File: config.mk
export PLATFORM = sky130hd
export DESIGN_NAME = mem_wb_pipe
export DESIGN_NICKNAME = d
export VERILOG_FILES = /design/src/rtl/mem_wb_pipe.sv
export SDC_FILE = /design/constraint.sdc
export NUM_CORES = 1
export LEC_CHECK = 0
export BUFFER_PORTS_ARGS = -buffer_cell sky130_fd_sc_hd__buf_2
export CAP_MARGIN = 20
export CORE_MARGIN = 2
export CORE_UTILIZATION = 29
export DETAILED_ROUTE_END_ITERATION = 7
export SKIP_CTS_REPAIR_TIMING = 1
export SLEW_MARGIN = 20
export SYNTH_ARGS = -nofsm -noshare
export SYNTH_HDL_FRONTEND = slang
export SYNTH_SLANG_ARGS = --single-unit
File: constraint.sdc
create_clock -name clk -period 4.23 [get_ports clk]
set_input_delay 0.2115 -clock clk [delete_from_list [all_inputs] [get_ports clk]]
set_output_delay 0.2115 -clock clk [all_outputs]
set_load 0.05 [all_outputs]
File: src/rtl/mem_wb_pipe.sv
// rtl/mem_wb_pipe.sv - MEM/WB writeback queue with valid/ready handshake; optional zero-latency path under MEM_WB_BYPASS_EN
module mem_wb_pipe #(
  parameter int DATA_W = 8,
  parameter int DST_W  = 2,
  parameter int SEL_W  = 3,
  parameter int DEPTH  = 2,
  localparam int OCC_W = $clog2(DEPTH + 1)
) (
  input  logic              clk,
  input  logic              rst,
  input  logic              flush,
  input  logic              mem_valid,
  output logic              mem_ready,
  input  logic              mem_reg_write,
  input  logic [DATA_W-1:0] mem_result,
  input  logic [DST_W-1:0]  mem_reg_dist,
  input  logic [SEL_W-1:0]  wb_result_mux_mem,
  output logic              wb_valid,
  input  logic              wb_ready,
  output logic              wb_reg_write,
  output logic [DATA_W-1:0] wb_result,
  output logic [DST_W-1:0]  wb_reg_dist,
  output logic [SEL_W-1:0]  wb_result_mux,
  output logic [OCC_W-1:0]  occupancy
);

  localparam int PTR_W = (DEPTH > 1) ? $clog2(DEPTH) : 1;
  localparam int ENT_W = 1 + DATA_W + DST_W + SEL_W;
  localparam logic [OCC_W-1:0] DEPTH_C  = OCC_W'(DEPTH);
  localparam logic [PTR_W-1:0] PTR_LAST = PTR_W'(DEPTH - 1);

  logic [ENT_W-1:0] ent_q [DEPTH];
  logic [ENT_W-1:0] ent_d [DEPTH];
  logic [PTR_W-1:0] wp_q, wp_d, rp_q, rp_d;
  logic [OCC_W-1:0] cnt_q, cnt_d;

  logic             push, pop, store, bypass;
  logic [ENT_W-1:0] mem_ent, out_ent;

  function automatic logic [PTR_W-1:0] ptr_inc(input logic [PTR_W-1:0] p);
    return (p == PTR_LAST) ? '0 : p + PTR_W'(1);
  endfunction

  assign mem_ent   = {mem_reg_write, mem_result, mem_reg_dist, wb_result_mux_mem};
  // Ready depends on occupancy alone so MEM never sees a path from wb_ready.
  assign mem_ready = (cnt_q < DEPTH_C);
  assign push      = mem_valid & mem_ready;
  assign pop       = (cnt_q != '0) & wb_ready;
  assign occupancy = cnt_q;

`ifdef MEM_WB_BYPASS_EN
  assign bypass = (cnt_q == '0) & mem_valid & wb_ready & ~flush & rst;
`else
  assign bypass = 1'b0;
`endif

  // A bypassed entry is handed straight to WB and never occupies a slot.
  assign store = push & ~bypass;

  // Next-state for pointers, count and storage; flush drops everything in flight.
  always_comb begin
    ent_d = ent_q;
    wp_d  = wp_q;
    rp_d  = rp_q;
    cnt_d = cnt_q;
    if (flush) begin
      wp_d  = '0;
      rp_d  = '0;
      cnt_d = '0;
    end else begin
      if (store) begin
        ent_d[wp_q] = mem_ent;
        wp_d        = ptr_inc(wp_q);
      end
      if (pop) begin
        rp_d = ptr_inc(rp_q);
      end
      if (store && !pop) begin
        cnt_d = cnt_q + OCC_W'(1);
      end else if (pop && !store) begin
        cnt_d = cnt_q - OCC_W'(1);
      end
    end
  end

  // State register with synchronous active-low reset clearing every entry.
  always_ff @(posedge clk) begin
    if (!rst) begin
      for (int i = 0; i < DEPTH; i++) begin
        ent_q[i] <= '0;
      end
      wp_q  <= '0;
      rp_q  <= '0;
      cnt_q <= '0;
    end else begin
      ent_q <= ent_d;
      wp_q  <= wp_d;
      rp_q  <= rp_d;
      cnt_q <= cnt_d;
    end
  end

  // Head presentation: stored head, or the MEM entry when bypassing; zeros when empty.
  always_comb begin
    wb_valid = (cnt_q != '0);
    out_ent  = ent_q[rp_q];
    if (bypass) begin
      wb_valid = 1'b1;
      out_ent  = mem_ent;
    end
    if (!wb_valid) begin
      out_ent = '0;
    end
  end

  assign {wb_reg_write, wb_result, wb_reg_dist, wb_result_mux} = out_ent;

endmodule

Word level (Yosys, flattened, before mapping)
Cells that the tools add are included.
W data, S select, Z words.
{ "totals": {"ff_bits": 32, "latchBits": 0, "ram_bits": 0, "romBits": 0, "input_bits": 19, "out_inout_bits": 18, "wordCells": 39, "mem_count": 0} }
{ "op_classes": {"n_addsub": 4, "mul": 0, "div": 0, "n_lt_le_gt_ge": 4, "n_eq_ne": 0, "shifts": 0, "mux": 11, "bitwise": 6, "reduce_logical": 9} }
{ "ops": {"columns": ["cell", "count"], "rows": [
  ["$mux W14", 5],
  ["$bwmux W28", 1],
  ["$demux W14 S1", 1],
  ["$ge A2 B2 Y1 const B", 2],
  ["$mux W2", 2],
  ["$not A1 Y2", 2],
  ["$reduce_bool A2 Y1", 2],
  ["$logic_and A1 B1 Y1", 3],
  ["$add A1 B1 Y1 const B", 2],
  ["$add A2 B1 Y2 const B", 1],
  ["$and A1 B1 Y1", 2],
  ["$logic_not A1 Y1", 2],
  ["$lt A2 B1 Y1 const B", 1],
  ["$lt A2 B2 Y1 const B", 1],
  ["$mux W1", 2],
  ["$not A1 Y1", 2],
  ["$reduce_and A2 Y1", 1],
  ["$reduce_or A2 Y1", 1],
  ["$sub A2 B1 Y2 const B", 1]
]} }

Depth between registers and ports, before layout
Gate-level depths: netlist of run 1.
{ "logic_depth": {"word_depth": 6, "ltp_mapped": 5, "mapped_depth_nobuf": 5} }

Worst setup path before layout of run 1
OpenSTA, ideal clock, no wires.
{ "synth_timing": {"path_type": "register to output", "from": "register cnt_q[1], in the netlist occupancy[1]", "to": "output wb_reg_dist[0]", "t_arrival_ps": 1814, "t_required_ps": 4018, "slack_ps": 2204, "path_stages_with_launch": 4, "path_buffers": 1, "cell_sequence": "dfxtp_1 -> nor2_1 -> clkbuf_1 -> nor2_1"} }
{ "synth_via": {"elab_chain_cells": 2} }
{ "synth_lines": {"columns": ["element", "line_no", "rtl"], "rows": [
  ["start, declared", "35", "logic [OCC_W-1:0] cnt_q, cnt_d;"],
  ["start signal, assigned", "99", "cnt_q <= cnt_d;"],
  ["$reduce_bool A2 Y1", "105", "wb_valid = (cnt_q != '0);"],
  ["$mux W14", "111", "if (!wb_valid) begin"],
  ["end, declared", "22", "output logic [DST_W-1:0] wb_reg_dist,"]
]} }
Every way passes these cells.

Final worst setup path of run 1
{ "layout_timing": {"from": "register rp_q", "to": "output wb_result[4]"} }
{ "layout_via": {"elab_chain_cells": 5} }
{ "layout_lines": {"columns": ["element", "line_no", "rtl"], "rows": [
  ["start, declared", "34", "logic [PTR_W-1:0] wp_q, wp_d, rp_q, rp_d;"],
  ["start signal, assigned", "98", "rp_q <= rp_d;"],
  ["$not A1 Y2 (implied by the code)", "106", "out_ent = ent_q[rp_q];"],
  ["$mux W14 (implied by the code) (3 in a row)", "106", null],
  ["$mux W14", "111", null],
  ["end, declared", "21", "output logic [DATA_W-1:0] wb_result,"]
]} }
Every way passes these cells. The select of a mux whose other input is x is not followed.

==> flow_summary.yaml, run 1 <==
outcome:
  status: "finished, final reports clean"
worst_setup_path:
  rr_endpoint: "occupancy[1]"
  ff2ff_setup_slack_ns: 2.47
  path_buf_inv: 1
  cp.depth: 3
  worstPathMaxFanout: 15
  setup.worst_path.class: "register to primary output"
  path_delay_family: "flip-flops"
  max_stage_delay_ns: 0.92
  cp-end-kind: "primary output"
  cp.required_ns: 4.02
  r2r_start: "occupancy[1]"
  critPathSlowestCell: "dfxtp_1"
  worstSetupStartpointType: "register"
  ff2ff_path_depth: 4
  arrival_ns: 1.79
  cp_cell_sequence: "mux2i_1, nor2_1, buf_2"
cts:
  clk-insertion-delay-late_ns: 0.27
  clock_sinks: 32
  cts_tree: "built"
  cts_buffer_depth: 2
  cts_htree_levels: 2
  cts_made_buffers: 5
  clk_pin_slew_ns: 0.06
  root_buffer: "clkbuf_8"
power_and_ir_drop:
  leakagePower_nw: 0.683
  powerDensity_mw_per_mm2: 375
  irDropWorstVdd_mv: 0.132
routing:
  first_pass_iters: 4
  routed_wl_mm: 2.93
  routed-wl-met3_um: 203
  met2_wirelength_mm: 1.36
  top_layer_used: "met4"
  routedWlPerCell_um: 11.2
  drtIter0Drc: 48
  wl_met1_mm: 1.33
  vias: 1144
  ant_nets: 0
  post-route-drc-count: 0
  viasPerCell: 4.37
timing:
  timing.final.crit_share: 0.473
  rsz0062_at_grt: "false"
  finalSetupViolCount: 0
  relSlewSlack: 0.386
  finalSetupTns_ns: 0
  worst_pin_slew_ns: 0.920
  max_clock_freq_mhz: 500
  hold_violations: 0
  fin_skew_ns: 0.00415
  slew_violations: 0
  min_period_ns: 2.00
placement:
  gp_congestion: 0.757
  dpl_cell_area_sq_mm: 0.00165
  hpwl_mm: 2.00
  port_buffers: 36
synth:
  synth_ff_type: "dfxtp_1"
  synth_edf_count: 0
  ys_ff_latch: 32
  yosys.area.top_type: "dfxtp_1"
  synth.distinct_cells: 23
  synthCells: 163
  yosysWarnings: 0
  syn_avg_cell_area_sq_um: 9.04
  synth_area_leaders: "dfxtp_1, mux2i_1, o21ai_2"
  async_reset_ff_frac: 0
  yosysTopAreaCellShare: 0.435
  ys_seq_area_frac: 0.435
  synth_area_sq_mm: 0.00147
  synth_nets: 183
die:
  pin_count: 37
  rows: 25
  die_w_um: 75.3
  die-area_sq_mm: 0.00567
  initial_core_util: 0.306
  design.core.area_sq_mm: 0.00482
  die_y_um: 75.3
worst_hold_path:
  holdPathStages: 3
  worstHoldStart: "mem_result[5]"
  hold_path_class: "primary input to register"
  whs_endpoint: "ent_q[24]"
global_routing:
  overflow: 0
  grt_use_total: 0.113
  grt_antenna_before_repair: 0
  grt_pass1_wl_mm: 4.79
  grt_pass1_vias: 1089
  grt_max_degree: 44
layout:
  nets: 214
  diodes: 0
  drive_gt1_frac: 0.344
  n_fill_cell: 544
  final_cell_area_sq_mm: 0.00175
  syn_to_final_growth_pct: 18.9
job:
  maxCapViolCount: 0
## per-layer routing
metal / vias to the layer above / global-route usage
met5: - / 0
met4: 0 / 0.0526
li1: 622 / -
met3: 2 / 0.0410
met1: 493 / 0.136
met2: 27 / 0.179
## kinds of logic after synthesis
logic type / after synthesis / share of synthesized area
AO/OA/AOI/OAI: 31 / 0.141
XOR/XNOR: 4 / 0.0238
flip-flops: 32 / 0.435
AND/OR/NAND/NOR: 65 / 0.227
adder cells (fa/ha/maj): 1 / 0.00849
buffers and inverters: 16 / 0.0705
multiplexers: 14 / 0.0951
## where the power goes
group	switching, mW	internal [mW]
logic	0.0679	0.0322
clock network	0.101	0.132
registers	0.0106	0.313
## how the worst max path moves through the flow
stage	from	to	slack, ns
floorplan	occupancy[1]	wb_reg_dist[0]	2.20
global placement	occupancy[1]	wb_reg_dist[0]	2.34
detailed placement	occupancy[1]	wb_reg_dist[0]	2.34
CTS	occupancy[1]	wb_reg_dist[0]	2.03
global route	rp_q	wb_result_mux[1]	2.10
finish	rp_q	wb_result[4]	2.23
## cell usage after synthesis, types with 2 or more instances
cell       n
inv_1      2
clkbuf_1   6
o21ai_2   14
mux2i_1   14
nand3_2    6
nand2_1   14
o21ai_0   16
buf_1      2
nand3_1   22
dfxtp_1   32
buf_12     2
buf_2      3
nor2_1    18
xor2_1     3
## worst reg2reg max path, stage by stage (launching register included)
cell	delay (ns)
dfxtp_1	0.46
and2b_2	0.27
ha_1	0.32
or3_2	0.46
a21oi_1	0.17
## per-stage QoR
stage	utilization	setup WS, ns	instances	total power [mW]	hold slack (ns)
floorplan	-	2.20	163	0.412	0.370
global placement	0.342	2.34	253	0.431	0.443
detailed placement	0.342	2.34	253	0.432	0.446
CTS	0.361	2.03	261	0.667	0.190
global route	0.364	2.10	262	0.694	0.199
finish	0.364	2.23	262	0.657	0.199
## layout make-up
type / instances / area [sq um] / area share
sequential: 32 / 641 / 0.365
clock buffer: 8 / 90.1 / 0.0514
tap: 67 / 83.8 / 0.0478
timing repair buffer: 38 / 199 / 0.113
inverter: 2 / 7.51 / 0.00428
multi-input combinational: 115 / 732 / 0.418
## flip-flops by register name, summed over array words and instances (netlist names)
register	flops
occupancy	2
wp_q	1
rp_q	1
ent_q	28
## cell usage in the layout (no fill, tap or decap)
cell and n:
nand3_2 6, and2b_2 1, ha_1 1, a21oi_1 1
or3_2 1, nor2_2 1, clkbuf_8 6, o21ai_0 16
dfxtp_1 32, inv_1 2, nand4bb_1 1, buf_4 1
nand2_1 14, buf_2 36, buf_6 1, mux2i_1 14
clkbuf_1 2, xnor2_1 1, nand3_1 22, nand2b_1 1
xor2_1 3, nor2_1 17, o21ai_2 14, or4b_1 1
No activity file was read; power rests on OpenSTA's default activity.
==> run 2, diff against run 1 <==
==> constraint.sdc (replaced) <==
create_clock -name clk -period 2 [get_ports clk]
set_input_delay 0.1 -clock clk [delete_from_list [all_inputs] [get_ports clk]]
set_output_delay 0.1 -clock clk [all_outputs]
set_load 0.05 [all_outputs]
==> run 2 against run 1 <==
  * Power rose by 110%
  * Worst setup slack got worse by 1.9 ns
  * Critical path type is now register to register
  * Non-clock buffer count rose by 4
  * First-iteration DRC count fell by 29%
  * Critical path depth rose by 1
  * Cell count rose by 1.5%
  * Clock skew fell by 0.0017 ns
  * Sequential cell count did not move
  * Core utilization rose by 0.55 points
  * Sequential share of layout area fell by 0.54 points
==> flow_summary.yaml, run 2 (synthesis gave the netlist of run 1 again) <==
outcome:
  status: "finished, final reports clean"
placement:
  gp_congestion: 0.850
  port_buffers: 36
  hpwl_mm: 2.10
  dpl_cell_area_sq_mm: 0.00169
  dp_cells: 258
  pre_cts_slack_ns: 0.233
timing:
  worst_pin_slew_ns: 0.619
  setup_slack_ns: 0.293
  hold_slack_ns: 0.0837
  hold_violations: 0
  min_period_ns: 1.71
  max_clock_freq_mhz: 586
  timing.final.crit_share: 0.853
  fin_skew_ns: 0.00241
  finalSetupViolCount: 0
  finalSetupTns_ns: 0
  rsz0062_at_grt: "false"
  slew_violations: 0
  relSlewSlack: 0.587
cts:
  clk-insertion-delay-late_ns: 0.28
  clk_pin_slew_ns: 0.06
  root_buffer: "clkbuf_8"
  cts_buffer_depth: 2
  cts_tree: "built"
  cts_made_buffers: 5
  cts_htree_levels: 2
  clock_sinks: 32
routing:
  routed_wl_mm: 2.96
  post-route-drc-count: 0
  ant_nets: 0
  vias: 1163
  first_pass_iters: 4
  viasPerCell: 4.37
  drtIter0Drc: 34
  routedWlPerCell_um: 11.1
layout:
  seq_area_sq_um: 641
  nets: 218
  final_util: 0.369
  top_register: "ent_q"
  diodes: 0
  final_common_cell: "buf_2"
  final_cell_area_sq_mm: 0.00178
  stdcell_count: 266
  drive_gt1_frac: 0.357
  n_fill_cell: 518
  syn_to_final_growth_pct: 20.7
  largest_register_ffs: 28
  layout_common_cells: "buf_2, dfxtp_1, nand3_1, nor2_1, o21ai_0"
  multi_input_area_sq_um: 732
worst_setup_path:
  arrival_ns: 1.92
  worstSetupStartpointType: "register"
  setup.worst_path.class: "register to register"
  cp.required_ns: 2.21
  cp-end-kind: "register"
  worstPathMaxFanout: 9
worst_hold_path:
  hold_path_class: "primary input to register"
global_routing:
  grt_max_degree: 29
  grt_pass1_wl_mm: 4.82
  grt_pass1_vias: 1075
  grt_antenna_before_repair: 0
  grt_use_total: 0.115
  overflow: 0
power_and_ir_drop:
  irDropWorstVdd_mv: 0.261
  leakagePower_nw: 0.702
  finalPower_mw: 1.40
  powerDensity_mw_per_mm2: 784
die:
  die_w_um: 75.3
  die_y_um: 75.3
  pin_count: 37
  rows: 25
  design.core.area_sq_mm: 0.00482
  initial_core_util: 0.306
  die-area_sq_mm: 0.00567
job:
  maxCapViolCount: 0
-- run 2: cell types whose count changed in the layout (fill, tap and decap cells not counted), sizes merged --
cell  before  now
buf       38   42
-- run 2: path summary, 6_finish.rpt --
path | startpoint | endpoint | slack [ns] | cells after the start
hold reg to reg | ent_q[23] | ent_q[23] | 0.46 | 2
setup reg to reg | occupancy[1] | occupancy[1] | 0.29 | 4
setup / recovery | occupancy[1] | occupancy[1] | 0.29 | 4
hold / removal | mem_result[4] | ent_q[23] | 0.08 | 3
-- run 2: area by class of cell --
cell class              count  share of cell area
flip-flops and latches     32               0.360
clock buffers               8              0.0506
well taps                  67              0.0471
multi-input cells         115               0.411
repair buffers             42               0.127
inverters                   2             0.00422
-- run 2: where the power goes --
part / switching (mW) / internal [mW]
Combinational: 0.148 / 0.0718
Clock: 0.215 / 0.280
Sequential: 0.0172 / 0.663
Total: 0.381 / 1.01
-- run 2: per-layer routing --
layer | vias up | routed length [um] | track usage
met1 | 504 | 1450 | 0.142
met3 | 5 | 120 | 0.0278
li1 | 630 | - | -
met4 | 0 | 57 | 0.0643
met2 | 24 | 1330 | 0.184
met5 | - | 0 | 0
-- run 2: worst max-delay path: stages, from the launching register on --
cell,delay [ns]
dfxtp_1,0.45
and2b_2,0.27
ha_1,0.33
or3_2,0.45
a21oi_1,0.14
==> run 3, diff against run 2 <==
--- a/config.mk
+++ b/config.mk
@@ -5,6 +5,7 @@
 export SDC_FILE = /design/constraint.sdc
 export NUM_CORES = 1
 export LEC_CHECK = 0
+export ABC_AREA = 1
 export BUFFER_PORTS_ARGS = -buffer_cell sky130_fd_sc_hd__buf_2
 export CAP_MARGIN = 20
 export CORE_MARGIN = 2
==> run 3 against run 2 <==
  * Core utilization shrank 1.7 points
  * Sequential share of layout area is 3.2 points lower
  * Highest routed layer unchanged
  * Die area is 13% higher
  * Global-route usage increased by 3.7 points
  * Sequential cell count unchanged
  * Cell area grew 9.8%
  * Critical path type unchanged
  * Worst setup slack worse by 0.082 ns
  * Fmax is 4.6% lower
  * Clock-buffer cell count fell by 1
  * Power increased by 7.8%
  * First-iteration DRC count rose to 2.6 times the previous value
  * Via count rose by 34%
==> flow_summary.yaml, run 3 <==
placement:
  hpwl_mm: 2.93
  port_buffers: 36
  gp_congestion: 0.774
  dp_cells: 332
power_and_ir_drop:
  intPower_mw: 1.05
  p_comb_frac: 0.178
  p_clk_frac: 0.365
  finalPower_mw: 1.51
  leakagePower_nw: 0.832
  irDropWorstVdd_mv: 0.283
  switchingPower_mw: 0.456
  p_seq_frac: 0.457
  powerDensity_mw_per_mm2: 771
  sw_frac_of_total: 0.303
timing:
  finalSetupViolCount: 0
  rsz0062_at_grt: "false"
  finalSetupTns_ns: 0
  relSlewSlack: 0.510
  slew_violations: 0
  timing.final.crit_share: 0.894
  max_clock_freq_mhz: 559
  hold_violations: 0
  fin_skew_ns: 0.00304
  min_period_ns: 1.79
  worst_pin_slew_ns: 0.734
cts:
  clk_pin_slew_ns: 0.06
  cts_buffer_depth: 2
  cts_made_buffers: 5
  cts_tree: "built"
  clk-insertion-delay-late_ns: 0.29
  root_buffer: "clkbuf_8"
  clock_sinks: 32
  cts_htree_levels: 2
worst_setup_path:
  arrival_ns: 2.01
  worstSetupStartpointType: "register"
  worstPathMaxFanout: 15
  setup.worst_path.class: "register to register"
  cp-end-kind: "register"
  cp.required_ns: 2.23
routing:
  routedWlPerCell_um: 12.9
  post-route-drc-count: 0
  viasPerCell: 4.60
  vias: 1558
  drtIter0Drc: 87
  ant_nets: 0
  routed_wl_mm: 4.38
  first_pass_iters: 4
layout:
  diodes: 0
  syn_to_final_growth_pct: 16.7
  largest_register_ffs: 28
  final_common_cell: "nand2_1"
  layout_common_cells: "nand2_1, buf_2, nor2_1, dfxtp_1, inv_1"
  stdcell_count: 339
  drive_gt1_frac: 0.285
  top_register: "ent_q"
  nets: 287
synth:
  syn_avg_cell_area_sq_um: 7.12
  ys_ff_latch: 32
  synth_area_leaders: "dfxtp_1, nand2_1, nor2_1"
  synth_nets: 255
  yosysMostFrequentCell: "nand2_1"
  synth_ff_type: "dfxtp_1"
  ys_seq_area_frac: 0.383
  yosys.area.top_type: "dfxtp_1"
  synthCells: 235
  async_reset_ff_frac: 0
  yosysWarnings: 0
  synth.distinct_cells: 23
  ys_top_cells_by_count: "nand2_1, nor2_1, dfxtp_1"
  synth_area_sq_mm: 0.00167
  synth_edf_count: 0
  yosysTopAreaCellShare: 0.383
worst_hold_path:
  hold_path_class: "primary input to register"
die:
  die-area_sq_mm: 0.00640
  pin_count: 37
  rows: 27
  die_y_um: 80.0
  die_w_um: 80.0
  design.core.area_sq_mm: 0.00554
  initial_core_util: 0.302
job:
  maxCapViolCount: 0
global_routing:
  grt_antenna_before_repair: 0
  grt_use_total: 0.152
  overflow: 0
  grt_pass1_vias: 1426
  grt_max_degree: 23
  grt_pass1_wl_mm: 7.35
outcome:
  status: "finished, final reports clean"
-- run 3: changes by cell type after synthesis, sizes merged, moves of 12 or more --
cell,before,now
nand2,14,63
o21ai,30,1
a21oi,1,29
inv,2,24
nor2,18,37
nand4,0,15
mux2i,14,0
nand3,28,16
-- run 3: cell type report --
cell class	instances	area (sq um)
fill	630	3590
inverter	24	90.1
tap	72	90.1
timing repair buffer	40	210
multi-input combinational	164	826
sequential	32	641
clock buffer	7	96.3
-- run 3: stage by stage --
stage | hold WS, ns | utilization | instance area [sq um] | setup slack [ns]
after floorplan | 0.179 | - | 1670 | 0.0452
after global placement | 0.379 | 0.335 | 1860 | 0.259
after detailed placement | 0.385 | 0.335 | 1860 | 0.200
after CTS | 0.0834 | 0.353 | 1950 | 0.181
after global routing | 0.0899 | 0.353 | 1950 | 0.0250
final | 0.0921 | 0.353 | 1950 | 0.212
-- run 3: cell families (layout without fill, tap and decap cells) --
logic type	after synthesis	count (layout)	synth area share
AOI/OAI and AO/OA	30	30	0.112
DFF	32	32	0.383
and+or+nand+nor	132	132	0.368
adders and majority gates	1	1	0.00747
buffers and inverters	39	71	0.124
xor gates and xnor gates	1	1	0.00523
-- run 3: path summary, 6_finish.rpt --
check / cells past startpoint / slack (ns) / to / start
setup / recovery: 9 / 0.21 / occupancy[1] / occupancy[1]
setup reg to reg: 9 / 0.21 / occupancy[1] / occupancy[1]
hold reg to reg: 2 / 0.47 / ent_q[23] / ent_q[23]
hold / removal: 3 / 0.09 / rp_q / wb_ready
-- run 3: worst max-delay path, cell delays in order, from the launching register on --
cell and delay (ns):
dfxtp_1 0.38, nor2_2 0.58, inv_2 0.09, nand2_1 0.10
ha_1 0.25, inv_1 0.08, nand3_1 0.07, nand2_1 0.06
inv_1 0.04, nor2_1 0.08
-- run 3: power by group through the flow --
stage,Clock (mW),Sequential (mW),Combinational [mW]
floorplan,0,0.704,0.203
global placement,0,0.702,0.268
detailed placement,0,0.702,0.271
CTS,0.565,0.688,0.271
global route,0.592,0.691,0.298
finish,0.549,0.688,0.268
-- run 3: routing by layer --
metal | share of wire | up-vias | GRT usage
li1 | - | 810 | -
met1 | 0.50 | 707 | 0.210
met2 | 0.44 | 39 | 0.221
met3 | 0.060 | 2 | 0.0498
met4 | 0.0052 | 0 | 0.0508
met5 | 0 | - | 0
